--- src/rtl/ysyx_22041211_seq_ctrl.sv ---
// Multi-cycle instruction sequencer: FETCH/DECODE/EXEC/[MEM]/WB with memory handshakes and WB-only write strobes.
// Optional bus timeout to a sticky ERR state is enabled with `define SEQ_BUS_TIMEOUT_EN.
//
// state  | meaning
// IDLE   | one cycle after reset before the first fetch
// FETCH  | ifu_req_o high, waiting for ifu_valid_i; instruction latched on valid
// DECODE | decoder settles on inst_o
// EXEC   | route loads/stores to MEM, everything else to WB
// MEM    | lsu_req_o high, waiting for lsu_valid_i
// WB     | single-cycle pc/rf write strobes, retire count increments
// ERR    | bus timeout; all requests and strobes low until rst

module ysyx_22041211_seq_ctrl #(
  parameter int TIMEOUT = 255,
  parameter int CNT_W   = 32
) (
  input  logic             clk,
  input  logic             rst,
  output logic             ifu_req_o,
  input  logic             ifu_valid_i,
  input  logic [31:0]      inst_i,
  output logic [31:0]      inst_o,
  input  logic             regWrite_i,
  output logic             lsu_req_o,
  output logic             lsu_we_o,
  input  logic             lsu_valid_i,
  output logic             rf_we_o,
  output logic             pc_we_o,
  output logic [2:0]       state_o,
  output logic [CNT_W-1:0] inst_cnt_o,
  output logic             err_o
);

  typedef enum logic [2:0] {
    S_IDLE   = 3'd0,
    S_FETCH  = 3'd1,
    S_DECODE = 3'd2,
    S_EXEC   = 3'd3,
    S_MEM    = 3'd4,
    S_WB     = 3'd5,
    S_ERR    = 3'd6
  } state_t;

  localparam logic [6:0] OP_LOAD  = 7'b0000011;
  localparam logic [6:0] OP_STORE = 7'b0100011;

  state_t           state;
  state_t           state_next;
  logic [31:0]      inst_q;
  logic [CNT_W-1:0] cnt_q;
  logic             is_store;
  logic             is_mem;
  logic             wait_expired;

  assign is_store = (inst_q[6:0] == OP_STORE);
  assign is_mem   = is_store || (inst_q[6:0] == OP_LOAD);

`ifdef SEQ_BUS_TIMEOUT_EN
  localparam int WAIT_W = $clog2(TIMEOUT + 1);

  logic [WAIT_W-1:0] wait_cnt;
  logic              waiting;

  // Counter is zero on entry to FETCH/MEM because it clears on every non-waiting cycle.
  assign waiting      = ((state == S_FETCH) && !ifu_valid_i) ||
                        ((state == S_MEM) && !lsu_valid_i);
  assign wait_expired = waiting && (wait_cnt == WAIT_W'(TIMEOUT - 1));

  always_ff @(posedge clk) begin
    if (rst || !waiting) begin
      wait_cnt <= '0;
    end else begin
      wait_cnt <= wait_cnt + WAIT_W'(1);
    end
  end

  assign err_o = (state == S_ERR);
`else
  assign wait_expired = 1'b0;
  assign err_o        = 1'b0;
`endif

  always_ff @(posedge clk) begin
    if (rst) begin
      state  <= S_IDLE;
      inst_q <= '0;
      cnt_q  <= '0;
    end else begin
      state <= state_next;
      if ((state == S_FETCH) && ifu_valid_i) begin
        inst_q <= inst_i;
      end
      if (state == S_WB) begin
        cnt_q <= cnt_q + CNT_W'(1);
      end
    end
  end

  always_comb begin
    state_next = state;
    ifu_req_o  = 1'b0;
    lsu_req_o  = 1'b0;
    lsu_we_o   = 1'b0;
    rf_we_o    = 1'b0;
    pc_we_o    = 1'b0;
    case (state)
      S_IDLE: begin
        state_next = S_FETCH;
      end
      S_FETCH: begin
        ifu_req_o = 1'b1;
        // A valid in the same cycle as timeout expiry takes priority.
        if (ifu_valid_i) begin
          state_next = S_DECODE;
        end else if (wait_expired) begin
          state_next = S_ERR;
        end
      end
      S_DECODE: begin
        state_next = S_EXEC;
      end
      S_EXEC: begin
        state_next = is_mem ? S_MEM : S_WB;
      end
      S_MEM: begin
        lsu_req_o = 1'b1;
        lsu_we_o  = is_store;
        if (lsu_valid_i) begin
          state_next = S_WB;
        end else if (wait_expired) begin
          state_next = S_ERR;
        end
      end
      S_WB: begin
        pc_we_o    = 1'b1;
        rf_we_o    = regWrite_i;
        state_next = S_FETCH;
      end
      S_ERR: begin
        state_next = S_ERR;
      end
      default: begin
        state_next = S_IDLE;
      end
    endcase
  end

  assign inst_o     = inst_q;
  assign inst_cnt_o = cnt_q;
  assign state_o    = state;

endmodule

--- config.mk ---
export PLATFORM = sky130hd
export DESIGN_NAME = ysyx_22041211_seq_ctrl
export DESIGN_NICKNAME = d
export VERILOG_FILES = /design/src/rtl/ysyx_22041211_seq_ctrl.sv
export SDC_FILE = /design/constraint.sdc
export NUM_CORES = 1
export LEC_CHECK = 0
export CAP_MARGIN = 20
export CORE_MARGIN = 4
export CORE_UTILIZATION = 47
export CTS_CLUSTER_SIZE = 10
export DETAILED_ROUTE_END_ITERATION = 12
export PLACE_DENSITY = 0.91
export SKIP_LAST_GASP = 1
export SLEW_MARGIN = 20
export SYNTH_ARGS = -nofsm -noshare
export SYNTH_HDL_FRONTEND = slang
export SYNTH_SLANG_ARGS = --single-unit
--- constraint.sdc ---
create_clock -name clk -period 4.6 [get_ports clk]
set_clock_uncertainty 0.05 [all_clocks]
set_input_delay 0.46 -clock clk [delete_from_list [all_inputs] [get_ports clk]]
set_output_delay 0.46 -clock clk [all_outputs]
set_load 0.05 [all_outputs]
==> flow_summary.ini <==
[die]
die_x_um = 85.6
floorplan.core_area_um2 = 5680
fp.dieArea_um2 = 7320
initial_core_util_pct = 49.8
fp.dieH_um = 85.6
num_io_pins = 110
floorplan.rows = 27

[cts]
numClockSinks = 67
cts_tree = yes
clock-root-buffer = sky130_fd_sc_hd__clkbuf_8
worst_setup_hold_path_clk_slew_ns = 0.07
clock_tree.buffer_depth = 2
htree_num_levels = 3
post_cts_hold_buffer_count = 0
cts_resized = 0
cts_inserted_buffers = 9
insertion_delay_ns = 0.34
cts_post_setup_buffers_inserted = 0

[finish]
layout.filler_cells = 424
drive_above_1_share_pct = 4.31
area_grow_syn2layout_pct = 44.1
num_antenna_cells = 0
finish.net_count = 476
mostFrequentLayoutCell = sky130_fd_sc_hd__clkdlybuf4s50_1
most-common-layout-cells = sky130_fd_sc_hd__clkdlybuf4s50_1 (107), sky130_fd_sc_hd__nand2_1 (77), sky130_fd_sc_hd__dfxtp_1 (67), sky130_fd_sc_hd__a21oi_1 (56), sky130_fd_sc_hd__or4_1 (13)

[synth]
postSynth.topFlopCell = sky130_fd_sc_hd__dfxtp_1
syn_area_per_cell_um2 = 8.25
yosys.area.top_type = sky130_fd_sc_hd__dfxtp_1
synth_cells = 343
synth-warning-count = 0
synthesis.area_um2 = 2830
yosysSeqAreaShare_pct = 47.4
share_of_flip_flops_with_an_asynchronous_set_or_reset_after_synthesis_pct = 0
synth_nets = 381
synth_cell_types = 40
synth-seq-cells = 67
synth_enable_flop_cells = 0
synthTopCellsByArea = sky130_fd_sc_hd__dfxtp_1 (47%), sky130_fd_sc_hd__nand2_1 (10%), sky130_fd_sc_hd__a21oi_1 (9.9%)
post-synth-top-area-fraction_pct = 47.4

[timing]
rsz0062_at_grt = false
final.setup.tns_ns = 0
fmax_ghz = 0.375
report.final.setup_viol = 0
period_share_pct = 58.0
finalCriticalPeriod_ns = 2.67
max_slew_violation_total_from_the_final_report = 0
final_report_hold_violation_count = 0
relSlewSlack_pct = 31.7
timing_worst_slew_pin_value_ns = 1.02

[pwr]
vdd.ir_drop.worst_mv = 0.234
totalPowerFinal_mw = 1.22
reported_leakage_power_nw = 1.35
power-per-cell-area_nw_per_um2 = 299

[grt]
gr-usage-all-layers_pct = 21.0
largest_net_degree_at_the_start_of_global_routing = 36
global_route_congestion_overflow_total = 0
initial_antenna_violation_count = 0
number_of_global_route_vias_before_repair = 2692
grt_pass1_wl_um = 12300

[placed_design]
half_perimeter_wire_length_of_the_detailed_placement_result_um = 5360
port-buffer-count = 108
place.gp.congestion = 0.828

[setup_path]
end_kind = output pin
slowest_stage = sky130_fd_sc_hd__clkdlybuf4s50_1
ws_path_type = register to output pin
critical_path.max_fanout = 10
data_required_critical_path_ns = 4.09
cp-start-kind = register
chain_of_cells_forming_the_critical_path = and3b_1 > and2_1 > clkdlybuf4s50_1
crit_path_max_incr_delay_ns = 0.81
arrival_ns = 2.16

[drt]
post_drt_via_cell_ratio = 5.49
routed_wire_length_per_instance_um = 14.9
drt_antenna_net_count = 0
routed_wirelength_um = 7620
num_vias = 2815
remaining_drc_errors = 0
drt_pass1_iterations = 6
first_iter_violations = 97

[hold_path]
min_path_type = register to register

[run_status]
outcome = finished, final reports clean

[job]
cap_viol_max_count = 0
==> layout make-up <==
type	count	area [um^2]	share of cell area, %
multi-input combinational	246	1360	33.4
clock inverter	2	12.5	0.307
timing repair buffer	109	1100	26.9
tap	72	90.1	2.21
clock buffer	12	155	3.81
sequential	67	1340	32.9
inverter	5	18.8	0.460
==> cell families after synthesis <==
kind of cell / count (synthesis) / share of synthesized area [%]
flops: 67 / 47.4
xor+xnor: 9 / 2.79
buf+inv: 30 / 4.47
other cells: 1 / 0.133
mux: 1 / 0.354
simple gates: 153 / 28.1
compound gates: 81 / 16.3
fa+ha+maj: 1 / 0.442
==> Yosys cell counts, types with 2 or more instances <==
library cell and count:
sky130_fd_sc_hd__dfxtp_1 67, sky130_fd_sc_hd__nor2_1 12, sky130_fd_sc_hd__and2_1 3, sky130_fd_sc_hd__nand3_1 11
sky130_fd_sc_hd__o41ai_1 4, sky130_fd_sc_hd__nand2b_1 2, sky130_fd_sc_hd__and3_1 4, sky130_fd_sc_hd__nand4_1 4
sky130_fd_sc_hd__nor4_1 2, sky130_fd_sc_hd__or4b_1 3, sky130_fd_sc_hd__nand2_1 77, sky130_fd_sc_hd__or4_1 13
sky130_fd_sc_hd__and4_1 5, sky130_fd_sc_hd__buf_2 2, sky130_fd_sc_hd__o21ai_0 6, sky130_fd_sc_hd__or3_1 8
sky130_fd_sc_hd__xnor2_1 6, sky130_fd_sc_hd__o31ai_1 12, sky130_fd_sc_hd__clkbuf_1 20, sky130_fd_sc_hd__inv_1 5
sky130_fd_sc_hd__a21oi_1 56, sky130_fd_sc_hd__xor2_1 3
==> registers in the layout, summed over array words and instances (netlist names) <==
| register | flops |
|---|---|
| inst_o | 32 |
| state_o | 3 |
| inst_cnt_o | 32 |
==> metal layers <==
metal	GRT usage [%]	part of all wire [%]	up-vias
li1	-	-	1397
met1	23.0	40	1309
met5	0	0	-
met2	34.6	48	99
met3	10.2	11	10
met4	9.06	1.5	0
==> metrics by stage <==
step	std cells	worst slack, ns	hold slack (ns)	util (%)	instance area (um^2)
after floorplan	343	1.53	0.546	-	2830
after global placement	498	2.09	0.391	68.5	3890
after detailed placement	499	2.00	0.397	68.8	3910
after CTS	513	1.92	0.407	71.8	4080
after global routing	513	1.81	0.420	71.8	4080
final	513	1.93	0.405	71.8	4080
==> where the power goes <==
group	internal [mW]	switching, mW
Combinational	0.0694	0.108
Sequential	0.596	0.0120
Clock	0.218	0.213
==> final timing paths <==
check	from	endpoint	slack, ns	depth (start not counted)
max	state_o[0]	rf_we_o	1.93	3
min	inst_o[21]	inst_o[21]	0.41	2
max reg2reg	inst_cnt_o[10]	inst_cnt_o[22]	1.95	4
min reg2reg	inst_o[21]	inst_o[21]	0.41	2
==> critical path, delay by kind of cell (launching register included) <==
family,cells,cell delay [ns]
simple gates,2,0.49
buf+inv,1,0.81
flops,1,0.52
No activity file was read; power rests on OpenSTA's default activity.
